[src/rtl/dnn_feed_pkg.sv]
// Shared types and default constants for the DNN input-feed sequencer.
package dnn_feed_pkg;

  typedef enum logic [1:0] {
    ST_IDLE,
    ST_DRST,
    ST_RUN,
    ST_FIN
  } state_e;

  localparam int DEF_WORD_W       = 128;
  localparam int DEF_FIRST_IDX    = 2;
  localparam int DEF_LAST_IDX     = 50;
  localparam int DEF_RST_CYCLES   = 4;
  localparam int DEF_NUM_SAMPLES  = 12544;
  localparam int DEF_CAPTURE_FROM = 12344;
  localparam int DEF_ANS_W        = 10;

endpackage

[src/rtl/dnn_feed_window.sv]
// Decodes the DNN cycle position into the "input word expected" flag.
module dnn_feed_window #(
  parameter int FIRST_IDX = 2,
  parameter int LAST_IDX  = 50
) (
  input  logic [6:0] cycle_index_i,
  output logic       in_win_o
);

  localparam logic [6:0] LO = 7'(FIRST_IDX);
  localparam logic [6:0] HI = 7'(LAST_IDX);

  assign in_win_o = (cycle_index_i >= LO) && (cycle_index_i <= HI);

endmodule

[src/rtl/dnn_feed_sequencer.sv]
// Sequences one DNN run: reset pulse, FIFO feed during the data window, answer capture.
// Optional sticky starvation flag enabled by defining FEED_UNDERRUN_CHK_EN.
module dnn_feed_sequencer
  import dnn_feed_pkg::*;
#(
  parameter int WORD_W       = DEF_WORD_W,
  parameter int FIRST_IDX    = DEF_FIRST_IDX,
  parameter int LAST_IDX     = DEF_LAST_IDX,
  parameter int RST_CYCLES   = DEF_RST_CYCLES,
  parameter int NUM_SAMPLES  = DEF_NUM_SAMPLES,
  parameter int CAPTURE_FROM = DEF_CAPTURE_FROM,
  parameter int ANS_W        = DEF_ANS_W
) (
  input  logic              clk,
  input  logic              rstn,
  input  logic              start,
  input  logic              fifo_empty,
  input  logic [WORD_W-1:0] fifo_dout,
  input  logic [6:0]        cycle_index,
  input  logic              cycle_clk,
  input  logic [63:0]       actL_alln,
  output logic              fifo_rd,
  output logic [WORD_W-1:0] act0,
  output logic              dnn_reset,
  output logic              busy,
  output logic              done,
  output logic              ans_valid,
  output logic [ANS_W-1:0]  ans_data,
  output logic [15:0]       sample_count,
  output logic              underrun
);

  localparam int             RCW         = (RST_CYCLES > 1) ? $clog2(RST_CYCLES) : 1;
  localparam logic [RCW-1:0] RST_LAST    = RCW'(RST_CYCLES - 1);
  localparam logic [15:0]    CAP_FROM    = 16'(CAPTURE_FROM);
  localparam logic [15:0]    LAST_SAMPLE = 16'(NUM_SAMPLES - 1);

  state_e             state_q;
  logic [RCW-1:0]     rst_cnt_q;
  logic               dnn_reset_q, busy_q, done_q, ans_valid_q;
  logic [ANS_W-1:0]   ans_data_q;
  logic [15:0]        cnt_q, cnt_d;
  logic               in_win, in_run, feed;

  dnn_feed_window #(
    .FIRST_IDX (FIRST_IDX),
    .LAST_IDX  (LAST_IDX)
  ) u_win (
    .cycle_index_i (cycle_index),
    .in_win_o      (in_win)
  );

  // Feed path is combinational so the FIFO head reaches the DNN in the same cycle it is popped.
  assign in_run  = (state_q == ST_RUN);
  assign feed    = in_run && in_win && !fifo_empty;
  assign fifo_rd = feed;
  assign act0    = feed ? fifo_dout : '0;
  assign cnt_d   = cnt_q + 16'd1;

  always_ff @(posedge clk or negedge rstn) begin
    if (!rstn) begin
      state_q     <= ST_IDLE;
      rst_cnt_q   <= '0;
      dnn_reset_q <= 1'b1;
      busy_q      <= 1'b0;
      done_q      <= 1'b0;
      ans_valid_q <= 1'b0;
      ans_data_q  <= '0;
      cnt_q       <= '0;
    end else begin
      done_q      <= 1'b0;
      ans_valid_q <= 1'b0;
      case (state_q)
        ST_IDLE: begin
          dnn_reset_q <= 1'b0;
          if (start) begin
            state_q     <= ST_DRST;
            dnn_reset_q <= 1'b1;
            busy_q      <= 1'b1;
            rst_cnt_q   <= '0;
            cnt_q       <= '0;
          end
        end
        ST_DRST: begin
          if (rst_cnt_q == RST_LAST) begin
            state_q     <= ST_RUN;
            dnn_reset_q <= 1'b0;
          end else begin
            rst_cnt_q <= rst_cnt_q + RCW'(1);
          end
        end
        ST_RUN: begin
          if (cycle_clk) begin
            cnt_q <= cnt_d;
            if (cnt_q >= CAP_FROM) begin
              ans_valid_q <= 1'b1;
              ans_data_q  <= actL_alln[ANS_W-1:0];
            end
            // Last sample still gets its answer forwarded above.
            if (cnt_q == LAST_SAMPLE) begin
              state_q <= ST_FIN;
              busy_q  <= 1'b0;
              done_q  <= 1'b1;
            end
          end
        end
        ST_FIN:  state_q <= ST_IDLE;
        default: state_q <= ST_IDLE;
      endcase
    end
  end

  assign dnn_reset    = dnn_reset_q;
  assign busy         = busy_q;
  assign done         = done_q;
  assign ans_valid    = ans_valid_q;
  assign ans_data     = ans_data_q;
  assign sample_count = cnt_q;

`ifdef FEED_UNDERRUN_CHK_EN
  logic underrun_q;

  always_ff @(posedge clk or negedge rstn) begin
    if (!rstn)                              underrun_q <= 1'b0;
    else if (state_q == ST_IDLE && start)   underrun_q <= 1'b0;
    else if (in_run && in_win && fifo_empty) underrun_q <= 1'b1;
  end

  assign underrun = underrun_q;
`else
  assign underrun = 1'b0;
`endif

  logic unused_act;
  assign unused_act = ^actL_alln[63:ANS_W];

endmodule
[config.mk]
export PLATFORM = sky130hd
export DESIGN_NAME = dnn_feed_sequencer
export DESIGN_NICKNAME = d
export VERILOG_FILES = /design/src/rtl/dnn_feed_pkg.sv /design/src/rtl/dnn_feed_window.sv /design/src/rtl/dnn_feed_sequencer.sv
export SDC_FILE = /design/constraint.sdc
export NUM_CORES = 1
export LEC_CHECK = 0
export CELL_PAD_IN_SITES_DETAIL_PLACEMENT = 0
export CELL_PAD_IN_SITES_GLOBAL_PLACEMENT = 2
export CORE_MARGIN = 10
export CORE_UTILIZATION = 12
export DETAILED_ROUTE_END_ITERATION = 8
export PLACE_DENSITY_LB_ADDON = 0.12
export SKIP_LAST_GASP = 1
export SYNTH_ARGS = -nofsm -noshare
export SYNTH_HDL_FRONTEND = slang
export SYNTH_HIERARCHICAL = 1
export SYNTH_SLANG_ARGS = --single-unit
[constraint.sdc]
create_clock -name clk -period 4.1 [get_ports clk]
set_clock_uncertainty 0.1 [all_clocks]
set_input_delay 0.82 -clock clk [delete_from_list [all_inputs] [get_ports clk]]
set_output_delay 0.82 -clock clk [all_outputs]
set_load 0.05 [all_outputs]
## Word level (Yosys, flattened, before mapping)

Index checks and enable logic that the tools add are counted.
W data, S select, Z words.

- Bits in registers: 34
- Bits in latches: 0
- Bits in writable memories: 0
- ROM bits: 0
- Input port bits: 204
- Output and inout bits: 160
- Logic and storage cells: 61
- Memories kept: 0

- $add $sub $neg: 2
- Multiply operators: 0
- Div/mod/pow operators: 0
- Magnitude comparators: 3
- Equal/unequal tests: 10
- Shift operators: 0
- Muxes and demuxes: 25
- Bitwise logic cells: 0
- Reductions and logical operators: 13

Operators by type and width:

| cell | count |
|---|---|
| $mux W128 | 1 |
| $mux W16 | 2 |
| $pmux W16 S2 | 1 |
| $add A16 B1 Y16 const B | 1 |
| $eq A16 B14 Y1 const B | 1 |
| $ge A16 B14 Y1 const B | 1 |
| $mux W2 | 6 |
| $mux W1 | 11 |
| $reduce_and A3 Y1 | 3 |
| $ne A2 B2 Y1 const B | 4 |
| $pmux W2 S4 | 1 |
| $reduce_and A4 Y1 | 2 |
| $ge A7 B2 Y1 const B | 1 |
| $le A7 B6 Y1 const B | 1 |
| $eq A2 B2 Y1 const B | 3 |
| $pmux W1 S2 | 2 |
| $pmux W2 S2 | 1 |
| $reduce_bool A2 Y1 | 2 |
| $logic_and A1 B1 Y1 | 3 |
| $add A2 B1 Y2 const B | 1 |
| $eq A2 B1 Y1 const B | 1 |
| $logic_not A2 Y1 | 1 |
| $ne A2 B1 Y1 const B | 1 |
| $reduce_and A2 Y1 | 1 |
| $logic_not A1 Y1 | 1 |

## Longest topological paths before layout

- Depth in word-level cells: 5
- Depth in mapped cells: 8
- Gate-level depth less buffers: 6

## Cells and area by module

Netlist, hierarchy kept.

Modules (own cells, without submodules):

| module | times used | cells an instance | area an instance (um^2) | sequential area each (um^2) |
|---|---|---|---|---|
| dnn_feed_sequencer | 1 | 331 | 2783.9 | 852.1 |
| dnn_feed_window | 1 | 4 | 30.0 | 0.0 |

## Worst setup path before layout

OpenSTA, ideal clock, no wires.

- Path type: input port to output port
- Start: input port cycle_index[0]
- End: output port act0[118]
- Data arrival time: 2.692 ns
- Required time: 3.180 ns
- Slack: 0.488 ns
- Stages on the path: 6
- Buffers on the path: 1
- Cells stage by stage: a211o_2 > a311oi_1 > nand2_1 > nor2_1 > clkbuf_1 > and2_1

- Cells in the longest elaborated chain, start to end: 5
- Elaborated cells on any way between the ends: 6
- Those cells by class: order compare (2); mux (1); reduce/logical (3)

RTL lines:

| what | line | RTL |
|---|---|---|
| from (decl) | dnn_feed_sequencer.sv:19 | `input logic [6:0] cycle_index,` |
| $ge A7 B2 Y1 / $le A7 B6 Y1 (equally long branches) | dnn_feed_window.sv:13 | `assign in_win_o = (cycle_index_i >= LO) && (cycle_index_i <= HI);` |
| $logic_and A1 B1 Y1 * | dnn_feed_window.sv:13 |  |
| via in_win | dnn_feed_sequencer.sv:43 | `logic in_win, in_run, feed;` |
| $logic_and A1 B1 Y1 * (2 in a row) | dnn_feed_sequencer.sv:55 | `assign feed = in_run && in_win && !fifo_empty;` |
| via fifo_rd | dnn_feed_sequencer.sv:22 | `output logic fifo_rd,` |
| $mux W128 * | dnn_feed_sequencer.sv:57 | `assign act0 = feed ? fifo_dout : '0;` |
| to (decl) | dnn_feed_sequencer.sv:23 | `output logic [WORD_W-1:0] act0,` |

The timed path passes the listed nets; every way through them passes the cells marked *.

## Worst setup path in the final report

- Start: input port cycle_index[3]
- End: output port act0[63]

- Cells in the longest elaborated chain, start to end: 5
- Elaborated cells on any way between the ends: 6
- Those cells by class: order compare (2); mux (1); reduce/logical (3)

RTL lines:

| what | line |
|---|---|
| $ge A7 B2 Y1 / $le A7 B6 Y1 (equally long branches) | dnn_feed_window.sv:13 |
| $logic_and A1 B1 Y1 * | dnn_feed_window.sv:13 |
| via in_win | dnn_feed_sequencer.sv:43 |
| $logic_and A1 B1 Y1 * (2 in a row) | dnn_feed_sequencer.sv:55 |
| $mux W128 * | dnn_feed_sequencer.sv:57 |

Marked as above.

==> run summary <==
Status: completed
Die height: 173 microns
Iter 0 DRT Violations: 162
Slew @ Worst Pin: 0.877 ns
CP Launch Type: primary input
Clk buf depth: 2
Area share of and/or/nand/nor cells after synthesis: 44.1%
Max H-tree Level: 2
Ys flop type: dfrtp_1
Gr ovfl total: 0
Fillers: 2321
Ant. Diodes: 0
Final setup viols: 0
IO Count: 364
WP data required: 3.18 ns
#FFs+latches synth: 34
Drt via density: 3.77
Ys Warns: 6
Global-route wire length before repair: 30000 microns
WL per Instance: 22.6 microns
Largest family of logic cells by synthesized area: simple AND/OR/NAND/NOR gates
Most common cell after layout, fill and taps aside: clkdlybuf4s50_1
Dpl hpwl: 18900 microns
Final WL: 21300 microns
Crit-path cells: clkdlybuf4s50_1, a211o_2, a311oi_1, nand2_1, nor2_4, buf_12, and2_1, buf_12
Share of cells above drive strength 1: 25.6%
Async SR Flop Fraction: 100%
DRC: 0
Hold Crit Class: register to register
# Post-CTS Setup Buffers: 0
CTS buffer count: 5
Max cap viols: 0
Clk_lat worst skew: 0.28 ns
Seq/Total Area, Yosys: 30.3%
CTS Sinks: 34
Post-cts resize count: 0
Netlist cell types: 50
Largest net degree at the start of global routing: 75
Crit-path max cell delay: 0.42 ns
Die area: 0.0300 sq mm
EDFF count, synth: 0
TritonCTS clock tree: yes
Cell Rows: 55
Vias: 3548
Xor and xnor area share after synthesis: 0%
Initial Utilization: 12.3%
Final #Nets: 838
PD cells: 324 mW/mm^2
Core area: 0.0228 sq mm
P&R area growth vs syn: 173%
Max Transition Viols Final: 0
PortBufs: 308
DP Area: 0.00753 sq mm
Mapped Cells: 335
GR Util All Layers: 13.7%
FMAX: 266 MHz
VDD IR max: 0.000150 V
Placer Congestion: 0.785
Vias in the first global route: 3974
Average size of a mapped cell: 8.40 sq um
Most frequent cells in the layout: clkdlybuf4s50_1, buf_12, and2_1
Hold Buf Count CTS: 0
Top cell by count, worst path: buf_12
CP max FO: 74
Fin crit period: 3.77 ns
Post-DRT Antenna Nets: 0
CTS root buffer: clkbuf_16
Crit. End Element: output pin
Area of the mapped netlist: 0.00281 sq mm
Period utilization: 91.9%
Drt pass-1 iters: 4
RSZ-0062 raised after global routing: false
Design Area, Final: 0.00769 sq mm
Arr. time, crit path: 2.85 ns
CP max-delay cell: clkdlybuf4s50_1
Adder-cell share of the synthesized area: 2.67%
Mux cell area share after synthesis: 7.43%
WS Path Type: primary input to output pin
Post-Syn Nets: 545
Initial antenna violation count: 1
Synth Area in Compound Gates: 10.5%
Leak Pwr: 3.11 nW
Die Width: 173 microns
Clk slew on worst S/H paths: 0.06 ns
Final setup TNS: 0 ns
Final hold violations: 0
Slew margin rel.: 41.1%
==> sequential cells by signal, summed over array words and instances (netlist names) <==
name and cells:
done 1, sample_count 16, ans_valid 1, state_q 2, dnn_reset 1, rst_cnt_q 2
busy 1, ans_data 10
==> power by group <==
part	total, W	internal (W)	switching (W)
Sequential	0.000463	0.000390	0.0000734
Combinational	0.00160	0.000699	0.000897
Clock	0.000436	0.000285	0.000151
==> kinds of logic after synthesis <==
family,count (synthesis)
and+or+nand+nor,204
muxes,16
DFF,34
other,1
adders and majority gates,6
AOI/OAI and AO/OA,42
buffers and inverters,32
==> cell usage after synthesis, types with 4 or more instances <==
master      n  share of area (%)
and2_1    130                 29
dfrtp_1    33                 29
clkbuf_1   21                2.8
nand2_1    15                2.0
nand3_1    13                2.3
o21ai_0    11                2.0
mux2_4      9                4.8
nor2_1      8                1.1
a21oi_1     6                1.1
and3_1      6                1.3
ha_1        6                2.7
o31ai_1     6                1.6
or4_1       6                1.6
a22o_1      5                1.6
inv_1       5               0.67
mux2i_1     4                1.4
nor3_1      4               0.71
==> path summary, 6_finish.rpt <==
path                                          from                            to  slack, ns  cells after the start
min reg2reg                ans_data[9]$_DFFE_PN0P_       ans_data[9]$_DFFE_PN0P_       0.39                      1
min in group asynchronous                     rstn       ans_data[1]$_DFFE_PN0P_       0.87                      2
min                        ans_data[9]$_DFFE_PN0P_       ans_data[9]$_DFFE_PN0P_       0.39                      1
max reg2reg                 state_q[0]$_DFFE_PN0P_  sample_count[11]$_DFFE_PN0P_       1.58                      6
max in group asynchronous                     rstn         dnn_reset$_DFFE_PN1P_       2.66                      2
max                                 cycle_index[3]                      act0[63]       0.33                      8
==> worst max-delay path: cells and delay by family <==
| kind | cells | cell delay [ns] |
|---|---|---|
| buf+inv | 3 | 0.83 |
| simple gates | 3 | 0.57 |
| compound gates | 2 | 0.59 |
==> stage by stage <==
step	worst slack, ns	hold slack [ns]	util [%]	power, W	cells
finish	0.334	0.392	33.7	0.00250	942
global route	0.158	0.411	33.7	0.00263	942
CTS	0.275	0.398	33.7	0.00254	942
detailed placement	0.287	0.384	32.9	0.00209	934
global placement	0.357	0.362	32.9	0.00207	934
floorplan	0.488	0.401	-	0.00130	335
==> per-layer routing <==
layer / up-vias / routed length (microns) / track usage, %
met5: - / 0 / 0
met4: 0 / 148 / 1.51
met3: 8 / 2430 / 7.14
met2: 166 / 12000 / 27.0
met1: 1656 / 6670 / 12.3
li1: 1718 / - / -
==> area by class of cell <==
class	instances	area, sq um	area share, %
Clock inverter	3	40.0	0.520
Clock buffer	5	125	1.63
Sequential cell	34	852	11.1
Tap cell	313	392	5.09
Timing Repair Buffer	312	4430	57.6
Multi-Input combinational cell	269	1830	23.8
Inverter	6	22.5	0.293
(Power assumes the default switching activity.)
